**src/rtl/wshb_arb_pkg.sv**
```systemverilog
// rtl/wshb_arb_pkg.sv - shared state/owner types and bus widths for the Wishbone arbiter
package wshb_arb_pkg;

    localparam int ADR_W = 32;
    localparam int DAT_W = 16;
    localparam int SEL_W = DAT_W / 8;

    typedef enum logic [1:0] {
        IDLE   = 2'd0,
        OWN0   = 2'd1,
        OWN1   = 2'd2,
        SWITCH = 2'd3
    } arb_state_t;

    typedef enum logic {
        PORT0 = 1'b0,
        PORT1 = 1'b1
    } owner_t;

endpackage

```
**src/rtl/wshb_if.sv**
```systemverilog
// rtl/wshb_if.sv - Wishbone bus bundle with master and slave views
interface wshb_if;
    import wshb_arb_pkg::*;

    logic             cyc;
    logic             stb;
    logic [ADR_W-1:0] adr;
    logic             we;
    logic [SEL_W-1:0] sel;
    logic [2:0]       cti;
    logic [1:0]       bte;
    logic [DAT_W-1:0] dat_ms;
    logic [DAT_W-1:0] dat_sm;
    logic             ack;

    modport master (
        output cyc, stb, adr, we, sel, cti, bte, dat_ms,
        input  ack, dat_sm
    );

    modport slave (
        input  cyc, stb, adr, we, sel, cti, bte, dat_ms,
        output ack, dat_sm
    );

endinterface

```
**src/rtl/wshb_arbiter.sv**
```systemverilog
// rtl/wshb_arbiter.sv - two-master Wishbone arbiter with preemption; WSHB_ARB_RR_EN selects round-robin
module wshb_arbiter
    import wshb_arb_pkg::*;
#(
    parameter int MAX_ACKS = 64
)
(
    input  logic       clk,
    input  logic       rst,
    wshb_if.slave      wshb_ifs0,
    wshb_if.slave      wshb_ifs1,
    wshb_if.master     wshb_ifm,
    output logic [1:0] grant
);

    localparam int               CNT_W   = (MAX_ACKS > 1) ? $clog2(MAX_ACKS) : 1;
    localparam logic [CNT_W-1:0] CNT_MAX = CNT_W'(MAX_ACKS - 1);

    arb_state_t       state, state_next;
    owner_t           last, last_next;
    logic [CNT_W-1:0] ack_cnt, ack_cnt_next;

    logic cyc0, cyc1;
    logic owning, ack_fwd, owner_req, other_req, preempt_ok, at_limit;

    assign cyc0      = wshb_ifs0.cyc;
    assign cyc1      = wshb_ifs1.cyc;
    assign owning    = (state == OWN0) || (state == OWN1);
    assign ack_fwd   = owning && wshb_ifm.ack;
    assign owner_req = (state == OWN0) ? cyc0 : cyc1;
    assign other_req = (state == OWN0) ? cyc1 : cyc0;
    assign at_limit  = (ack_cnt == CNT_MAX);
`ifdef WSHB_ARB_RR_EN
    assign preempt_ok = owning;
`else
    assign preempt_ok = (state == OWN1);
`endif

    // state, last owner and ack counter registers
    always_ff @(posedge clk) begin
        if (rst) begin
            state   <= IDLE;
            last    <= PORT1;
            ack_cnt <= '0;
        end else begin
            state   <= state_next;
            last    <= last_next;
            ack_cnt <= ack_cnt_next;
        end
    end

    // next owner: tie-break from idle, release, preemption through a dead cycle
    always_comb begin
        state_next   = state;
        last_next    = last;
        ack_cnt_next = '0;
        case (state)
            IDLE: begin
                if (cyc0 && cyc1) begin
`ifdef WSHB_ARB_RR_EN
                    state_next = (last == PORT0) ? OWN1 : OWN0;
                    last_next  = (last == PORT0) ? PORT1 : PORT0;
`else
                    state_next = OWN0;
                    last_next  = PORT0;
`endif
                end else if (cyc0) begin
                    state_next = OWN0;
                    last_next  = PORT0;
                end else if (cyc1) begin
                    state_next = OWN1;
                    last_next  = PORT1;
                end
            end
            OWN0, OWN1: begin
                if (other_req) begin
                    ack_cnt_next = (ack_fwd && !at_limit) ? ack_cnt + 1'b1 : ack_cnt;
                end
                if (!owner_req) begin
                    state_next = IDLE;
                end else if (preempt_ok && ack_fwd && other_req && at_limit) begin
                    state_next = SWITCH;
                end
            end
            SWITCH: begin
                // last still names the preempted owner here
                if ((last == PORT0) ? cyc1 : cyc0) begin
                    state_next = (last == PORT0) ? OWN1 : OWN0;
                    last_next  = (last == PORT0) ? PORT1 : PORT0;
                end else begin
                    state_next = IDLE;
                end
            end
            default: state_next = IDLE;
        endcase
    end

    // forward the registered owner's request; nothing leaves while unowned
    always_comb begin
        wshb_ifm.cyc    = 1'b0;
        wshb_ifm.stb    = 1'b0;
        wshb_ifm.adr    = '0;
        wshb_ifm.we     = 1'b0;
        wshb_ifm.sel    = '0;
        wshb_ifm.cti    = '0;
        wshb_ifm.bte    = '0;
        wshb_ifm.dat_ms = '0;
        if (state == OWN0) begin
            wshb_ifm.cyc    = wshb_ifs0.cyc;
            wshb_ifm.stb    = wshb_ifs0.stb;
            wshb_ifm.adr    = wshb_ifs0.adr;
            wshb_ifm.we     = wshb_ifs0.we;
            wshb_ifm.sel    = wshb_ifs0.sel;
            wshb_ifm.cti    = wshb_ifs0.cti;
            wshb_ifm.bte    = wshb_ifs0.bte;
            wshb_ifm.dat_ms = wshb_ifs0.dat_ms;
        end else if (state == OWN1) begin
            wshb_ifm.cyc    = wshb_ifs1.cyc;
            wshb_ifm.stb    = wshb_ifs1.stb;
            wshb_ifm.adr    = wshb_ifs1.adr;
            wshb_ifm.we     = wshb_ifs1.we;
            wshb_ifm.sel    = wshb_ifs1.sel;
            wshb_ifm.cti    = wshb_ifs1.cti;
            wshb_ifm.bte    = wshb_ifs1.bte;
            wshb_ifm.dat_ms = wshb_ifs1.dat_ms;
        end
    end

    assign wshb_ifs0.ack    = wshb_ifm.ack && (state == OWN0);
    assign wshb_ifs1.ack    = wshb_ifm.ack && (state == OWN1);
    assign wshb_ifs0.dat_sm = wshb_ifm.dat_sm;
    assign wshb_ifs1.dat_sm = wshb_ifm.dat_sm;
    assign grant            = {state == OWN1, state == OWN0};

endmodule

```
**src/flat_wrapper.sv**
```systemverilog
// flat-port wrapper written by rule: the top's interface ports become plain ports
module wshb_arbiter_flat import wshb_arb_pkg::*;
#(
    parameter int MAX_ACKS = 64
)
  (clk, rst, grant, wshb_ifs0_cyc, wshb_ifs0_stb, wshb_ifs0_adr, wshb_ifs0_we, wshb_ifs0_sel, wshb_ifs0_cti, wshb_ifs0_bte, wshb_ifs0_dat_ms, wshb_ifs0_ack, wshb_ifs0_dat_sm, wshb_ifs1_cyc, wshb_ifs1_stb, wshb_ifs1_adr, wshb_ifs1_we, wshb_ifs1_sel, wshb_ifs1_cti, wshb_ifs1_bte, wshb_ifs1_dat_ms, wshb_ifs1_ack, wshb_ifs1_dat_sm, wshb_ifm_cyc, wshb_ifm_stb, wshb_ifm_adr, wshb_ifm_we, wshb_ifm_sel, wshb_ifm_cti, wshb_ifm_bte, wshb_ifm_dat_ms, wshb_ifm_ack, wshb_ifm_dat_sm);
  wshb_if wshb_ifs0_i ();
  wshb_if wshb_ifs1_i ();
  wshb_if wshb_ifm_i ();
  input  logic clk;
  input  logic rst;
  output logic [1:0] grant;
  input wire logic [$bits(wshb_ifs0_i.cyc)-1:0] wshb_ifs0_cyc;
  input wire logic [$bits(wshb_ifs0_i.stb)-1:0] wshb_ifs0_stb;
  input wire logic [$bits(wshb_ifs0_i.adr)-1:0] wshb_ifs0_adr;
  input wire logic [$bits(wshb_ifs0_i.we)-1:0] wshb_ifs0_we;
  input wire logic [$bits(wshb_ifs0_i.sel)-1:0] wshb_ifs0_sel;
  input wire logic [$bits(wshb_ifs0_i.cti)-1:0] wshb_ifs0_cti;
  input wire logic [$bits(wshb_ifs0_i.bte)-1:0] wshb_ifs0_bte;
  input wire logic [$bits(wshb_ifs0_i.dat_ms)-1:0] wshb_ifs0_dat_ms;
  output wire logic [$bits(wshb_ifs0_i.ack)-1:0] wshb_ifs0_ack;
  output wire logic [$bits(wshb_ifs0_i.dat_sm)-1:0] wshb_ifs0_dat_sm;
  input wire logic [$bits(wshb_ifs1_i.cyc)-1:0] wshb_ifs1_cyc;
  input wire logic [$bits(wshb_ifs1_i.stb)-1:0] wshb_ifs1_stb;
  input wire logic [$bits(wshb_ifs1_i.adr)-1:0] wshb_ifs1_adr;
  input wire logic [$bits(wshb_ifs1_i.we)-1:0] wshb_ifs1_we;
  input wire logic [$bits(wshb_ifs1_i.sel)-1:0] wshb_ifs1_sel;
  input wire logic [$bits(wshb_ifs1_i.cti)-1:0] wshb_ifs1_cti;
  input wire logic [$bits(wshb_ifs1_i.bte)-1:0] wshb_ifs1_bte;
  input wire logic [$bits(wshb_ifs1_i.dat_ms)-1:0] wshb_ifs1_dat_ms;
  output wire logic [$bits(wshb_ifs1_i.ack)-1:0] wshb_ifs1_ack;
  output wire logic [$bits(wshb_ifs1_i.dat_sm)-1:0] wshb_ifs1_dat_sm;
  output wire logic [$bits(wshb_ifm_i.cyc)-1:0] wshb_ifm_cyc;
  output wire logic [$bits(wshb_ifm_i.stb)-1:0] wshb_ifm_stb;
  output wire logic [$bits(wshb_ifm_i.adr)-1:0] wshb_ifm_adr;
  output wire logic [$bits(wshb_ifm_i.we)-1:0] wshb_ifm_we;
  output wire logic [$bits(wshb_ifm_i.sel)-1:0] wshb_ifm_sel;
  output wire logic [$bits(wshb_ifm_i.cti)-1:0] wshb_ifm_cti;
  output wire logic [$bits(wshb_ifm_i.bte)-1:0] wshb_ifm_bte;
  output wire logic [$bits(wshb_ifm_i.dat_ms)-1:0] wshb_ifm_dat_ms;
  input wire logic [$bits(wshb_ifm_i.ack)-1:0] wshb_ifm_ack;
  input wire logic [$bits(wshb_ifm_i.dat_sm)-1:0] wshb_ifm_dat_sm;
  assign wshb_ifs0_i.cyc = wshb_ifs0_cyc;
  assign wshb_ifs0_i.stb = wshb_ifs0_stb;
  assign wshb_ifs0_i.adr = wshb_ifs0_adr;
  assign wshb_ifs0_i.we = wshb_ifs0_we;
  assign wshb_ifs0_i.sel = wshb_ifs0_sel;
  assign wshb_ifs0_i.cti = wshb_ifs0_cti;
  assign wshb_ifs0_i.bte = wshb_ifs0_bte;
  assign wshb_ifs0_i.dat_ms = wshb_ifs0_dat_ms;
  assign wshb_ifs0_ack = wshb_ifs0_i.ack;
  assign wshb_ifs0_dat_sm = wshb_ifs0_i.dat_sm;
  assign wshb_ifs1_i.cyc = wshb_ifs1_cyc;
  assign wshb_ifs1_i.stb = wshb_ifs1_stb;
  assign wshb_ifs1_i.adr = wshb_ifs1_adr;
  assign wshb_ifs1_i.we = wshb_ifs1_we;
  assign wshb_ifs1_i.sel = wshb_ifs1_sel;
  assign wshb_ifs1_i.cti = wshb_ifs1_cti;
  assign wshb_ifs1_i.bte = wshb_ifs1_bte;
  assign wshb_ifs1_i.dat_ms = wshb_ifs1_dat_ms;
  assign wshb_ifs1_ack = wshb_ifs1_i.ack;
  assign wshb_ifs1_dat_sm = wshb_ifs1_i.dat_sm;
  assign wshb_ifm_cyc = wshb_ifm_i.cyc;
  assign wshb_ifm_stb = wshb_ifm_i.stb;
  assign wshb_ifm_adr = wshb_ifm_i.adr;
  assign wshb_ifm_we = wshb_ifm_i.we;
  assign wshb_ifm_sel = wshb_ifm_i.sel;
  assign wshb_ifm_cti = wshb_ifm_i.cti;
  assign wshb_ifm_bte = wshb_ifm_i.bte;
  assign wshb_ifm_dat_ms = wshb_ifm_i.dat_ms;
  assign wshb_ifm_i.ack = wshb_ifm_ack;
  assign wshb_ifm_i.dat_sm = wshb_ifm_dat_sm;
  wshb_arbiter #(.MAX_ACKS(MAX_ACKS)) u_core (.clk(clk), .rst(rst), .wshb_ifs0(wshb_ifs0_i), .wshb_ifs1(wshb_ifs1_i), .wshb_ifm(wshb_ifm_i), .grant(grant));
endmodule
```
**config.mk**
```make
export PLATFORM = sky130hd
export DESIGN_NAME = wshb_arbiter_flat
export DESIGN_NICKNAME = d
export VERILOG_FILES = /design/src/rtl/wshb_arb_pkg.sv /design/src/rtl/wshb_if.sv /design/src/rtl/wshb_arbiter.sv /design/src/flat_wrapper.sv
export SDC_FILE = /design/constraint.sdc
export NUM_CORES = 1
export LEC_CHECK = 0
export CAP_MARGIN = 0
export CORE_AREA = 2 2 88 90
export DETAILED_ROUTE_END_ITERATION = 6
export DIE_AREA = 0 0 90 92
export MAX_ROUTING_LAYER = met4
export PLACE_DENSITY_LB_ADDON = 0.15
export SLEW_MARGIN = 15
export SYNTH_ARGS = -nofsm -noshare
export SYNTH_HDL_FRONTEND = slang
export SYNTH_SLANG_ARGS = --single-unit
```
**constraint.sdc**
```tcl
create_clock -name clk -period 4.6 [get_ports clk]
set_input_delay 1.38 -clock clk [delete_from_list [all_inputs] [get_ports clk]]
set_output_delay 1.38 -clock clk [all_outputs]
set_load 0.02 [all_outputs]
```
# [Yosys cells after proc, flatten, opt, wreduce, memory -nomap -nowiden]
# Cells that the tools add are included.
[op_classes] add_sub_neg=1 n_eq_ne=7 mux=33 n_bitwise=2 reduce_logical=16
[ops] cell="two-way mux 32 bit" count=2
[ops] cell="two-way mux 16 bit" count=2
[ops] cell="two-way mux 2 bit" count=11
[ops] cell="two-way mux 1 bit" count=14
[ops] cell="logical AND 1 bit" count=8
[ops] cell="adder 6 x 1 -> 6 bit, second input constant" count=1
[ops] cell="== test 6 bit, second input constant" count=1
[ops] cell="two-way mux 3 bit" count=2
[ops] cell="case mux 2 bit (3 select lines)" count=1
[ops] cell="== test 2 bit, second input constant" count=2
[ops] cell="inequality test 4 x 3 -> 1 bit, second input constant" count=1
[ops] cell="inequality test 3 bit, second input constant" count=1
[ops] cell="AND reduction 3 bit" count=1
[ops] cell="OR reduction 3 bit" count=1
[ops] cell="== test 2 x 1 -> 1 bit, second input constant" count=1
[ops] cell="logical NOT 2 bit" count=1
[ops] cell="inequality test 2 x 1 -> 1 bit, second input constant" count=1
[ops] cell="inverter 1 bit" count=2
[ops] cell="case mux 1 bit (2 select lines)" count=1
[ops] cell="AND reduction 2 bit" count=1
[ops] cell="nonzero test 2 bit" count=1
[ops] cell="OR reduction 2 bit" count=1
[ops] cell="logical NOT 1 bit" count=1
[ops] cell="logical OR 1 bit" count=1
[word_totals] reg_bits=9 inputBits=135 output_inout_bits=94 elab_cells=62

# [Longest topological paths before layout]
[depth] depth_word=9 depth_mapped=7 ltp_nobuf=6

# [Least setup slack after synthesis]
# No wires, ideal clock.
[synth_path] path_type="input to output" from="input port wshb_ifs1_dat_ms[14]" to="output port wshb_ifm_dat_ms[14]" arrival_time_ps=1898 t_required_ps=3220 setup_slack_ps=1322 cell_stages=2 n_path_buf=0 path_cell_list="nand2_1 o21ai_0"
[synth_between] elab_chain_len=2
[synth_lines] item="from (decl)" line="flat_wrapper.sv:30" rtl="input wire logic [$bits(wshb_ifs1_i.dat_ms)-1:0] wshb_ifs1_dat_ms;"
[synth_lines] item="two-way mux 16 bit" line="wshb_arbiter.sv:117" rtl="end else if (state == OWN1) begin"
[synth_lines] item="two-way mux 16 bit" line="wshb_arbiter.sv:108" rtl="if (state == OWN0) begin"
[synth_lines] item="to (decl)" line="flat_wrapper.sv:40" rtl="output wire logic [$bits(wshb_ifm_i.dat_ms)-1:0] wshb_ifm_dat_ms;"
# Every way passes these cells.

# [Final worst setup path]
[layout_path] from="input port wshb_ifs1_cyc" to="output port wshb_ifm_cyc"
[layout_between] elab_chain_len=2
[layout_lines] item="from (decl)" line="flat_wrapper.sv:23" rtl="input wire logic [$bits(wshb_ifs1_i.cyc)-1:0] wshb_ifs1_cyc;"
[layout_lines] item="two-way mux 1 bit" line="wshb_arbiter.sv:117"
[layout_lines] item="two-way mux 1 bit" line="wshb_arbiter.sv:108"
[layout_lines] item="to (decl)" line="flat_wrapper.sv:33" rtl="output wire logic [$bits(wshb_ifm_i.cyc)-1:0] wshb_ifm_cyc;"
# Every way passes these cells.

==> run_results.csv <==
group,metric,value,unit
sta,setup_viol,0,
floorplan,core_area,0.00745,sq mm
clock_tree,clock-sinks,9,
pwr,peakVddDrop,0.297,mV
drt,drtIter0Drc,63,
place,io_buffers,180,
floorplan,ios,229,
worst_setup_path,cp-startpoint,"wshb_ifs1_cyc",
layout,instances_no_fill,416,
global_route,grt_max_degree,57,
sta,period_needed,4100,ps
layout,fillCellCount,744,
global_route,grt_pass1_wl,10300,um
sta,min_period_over_period,89.2,%
clock_tree,cts_tree,"built",
floorplan,die_w,90,um
worst_setup_path,worstSetupPathType,"input pin to primary output",
synthesis,synth_nets,314,
sta,setup-tns-final,0,ps
global_route,grt_usage,16.0,%
synthesis,ys_types,30,
place,place_congestion,0.803,
synthesis,yosysSeqAreaShare,12.6,%
drt,wl,6930,um
synthesis,synth_seq_cells,9,
sta,rsz0062_at_grt,"false",
layout,ff_latch_area,180,sq um
worst_setup_path,worstSetupEndpointType,"primary output",
layout,mostFrequentLayoutCells,"clkdlybuf4s50_1, a22o_1, dfxtp_1",
synthesis,syn-cell-area,0.00143,sq mm
layout,multi_input_area,935,sq um
global_route,antenna_found_initial,0,
layout,diodes,0,
min_path,hp-start,"u_core.state[1]$_SDFFE_PP0P_",
worst_setup_path,worstRegToRegCells,7,
sta,max-slew-margin-rel,60.9,%
worst_setup_path,r2r_slack,2540,ps
drt,viasPerCell,4.44,
clock_tree,numCtsBuffers,3,
synthesis,syn_avg_cell_area,8.26,sq um
drt,drcViolationCount,0,
worst_setup_path,crit_required,3220,ps
floorplan,initial_core_util,19.2,%
pwr,power_density,476,mW/mm^2
drt,postRouteAntennaNets,0,
layout,final_common_cell,"clkdlybuf4s50_1",
pwr,p_leak,1.20,nW
clock_tree,htreeDepth,1,
layout,drive_above_1_share,3.82,%
layout,syn_to_final_growth,119,%
floorplan,rows,32,
synthesis,synth_cells,173,
min_path,hp-class,"flip-flop to flip-flop",
floorplan,die_h,92,um
synthesis,ys_warn_count,0,
clock_tree,hold_buffers,0,
floorplan,fp.dieArea,0.00828,sq mm
clock_tree,cts_resized,0,
layout,nets,456,
worst_setup_path,critical_path.max_fanout,6,
place,hpwlAfterDp,5650,um
sta,max_freq,0.244,GHz
drt,vias,1846,
worst_setup_path,crit_path_start_kind,"input pin",
clock_tree,clk_pin_slew,40,ps
worst_setup_path,r2r-end,"u_core.state[0]$_SDFFE_PP0P_",
sta,worst_slew_pin_slew,587,ps
clock_tree,clk_path_buf_depth,2,
global_route,grt_pass1_vias,1768,
sta,drv_slew,0,
worst_setup_path,crit-reg2reg-launch,"u_core.state[1]$_SDFFE_PP0P_",
sta,setup_ws,497,ps
sta,fin_skew,2.79,ps
drt,firstDrtPassIters,4,
place,placed_cells,412,
worst_setup_path,worstPathArrival,2720,ps
sta,finalHoldViolCount,0,
clock_tree,cts_setup_buffers,0,
global_route,grt.overflow.total,0,
clock_tree,clockRootBuffer,"clkbuf_8",
worst_setup_path,worstSetupEndpoint,"wshb_ifm_cyc",
clock_tree,clk_latency,230,ps
place,dp_slack,513,ps
run,cap_violations,0,
drt,wl_per_cell,16.7,um
run_status,status,"finished clean",
-- sequential cells by signal, summed over array words and instances (netlist names) --
register,count
u_core.ack_cnt,6
u_core.last,1
u_core.state,2
-- stage by stage --
| stage | utilization (%) | area, sq um | hold slack, ps | power, mW |
|---|---|---|---|---|
| 4_1_cts | 42.0 | 3130 | 522 | 1.51 |
| 6_report | 42.0 | 3130 | 517 | 1.49 |
| 3_3_place_gp | 41.4 | 3090 | 497 | 1.42 |
| 2_1_floorplan | - | 1430 | 479 | 0.849 |
| 3_5_place_dp | 41.4 | 3090 | 515 | 1.41 |
| 5_1_grt | 42.0 | 3130 | 559 | 1.58 |
-- synth_stat cells --
cell       number  area share (%)
a21o_1          1            0.53
nor2b_1         1            0.44
o211ai_1        2             1.1
xor2_1          5             3.1
a22o_1         56              34
o2111ai_1       1            0.61
mux2_2          1            0.79
nor4b_4         1             1.7
nand2b_1        2            0.88
inv_1           5             1.3
buf_1           4             1.1
a31oi_1         1            0.44
nand3b_1        3             1.6
nand3_1         2            0.70
and2_1          4             1.8
buf_4          33              17
clkbuf_1        7             1.8
and3_1          1            0.44
a221o_1         2             1.4
o21ai_0         4             1.4
mux2_4          2             2.1
a32oi_1         1            0.61
ha_1            6             5.3
buf_2           1            0.35
o22a_1          1            0.61
mux2i_1         2             1.4
nor2_1          8             2.1
buf_6           1            0.79
dfxtp_1         9              13
nand2_1         6             1.6
-- routing by layer --
layer / global-route usage (%) / wire length [um] / vias up / part of all wire [%]
li1: - / - / 903 / -
met1: 19.0 / 2850 / 835 / 41
met2: 27.4 / 3460 / 106 / 50
met3: 5.75 / 603 / 2 / 8.7
met4: 0.769 / 10 / 0 / 0.14
met5: - / 0 / - / 0
-- logic make-up (layout without fill, tap and decap cells) --
group,after synthesis,in the layout,synth area share (%)
AOI/OAI and AO/OA,69,69,41.0
xor gates and xnor gates,5,5,3.06
adders and majority gates,6,6,5.25
buffers and inverters,51,192,22.7
DFF,9,9,12.6
muxes,5,5,4.29
and+or+nand+nor,28,28,11.1
-- where the power goes --
| group | internal [mW] | leakage (nW) | switching, mW | total (mW) |
|---|---|---|---|---|
| Clock | 0.0603 | 0.0228 | 0.0300 | 0.0903 |
| Sequential | 0.0890 | 0.0732 | 0.0101 | 0.0991 |
| Combinational | 0.655 | 1.10 | 0.647 | 1.30 |
| Total | 0.804 | 1.20 | 0.687 | 1.49 |
-- worst min path at each step --
stage,slack [ps],endpoint,cells past startpoint
floorplan,480,u_core.ack_cnt[5]$_SDFFE_PP0P_,2
global placement,500,u_core.ack_cnt[5]$_SDFFE_PP0P_,2
detailed placement,510,u_core.ack_cnt[1]$_SDFFE_PP0P_,2
CTS,520,u_core.state[1]$_SDFFE_PP0P_,2
global route,560,u_core.ack_cnt[4]$_SDFFE_PP0P_,2
finish,520,u_core.state[1]$_SDFFE_PP0P_,2
-- critical path: stages --
cell	delay (ps)
clkdlybuf4s50_1	560
nand3b_1	100
nand2_1	80
clkdlybuf4s50_1	600
-- final cells by class --
cell class	count	area share, %
timing repair buffer	183	58.3
multi-input combinational	113	29.9
sequential	9	5.76
tap	102	4.08
clock buffer	4	1.44
inverter	5	0.600
Note: power is estimated with default switching activity, not from simulation.
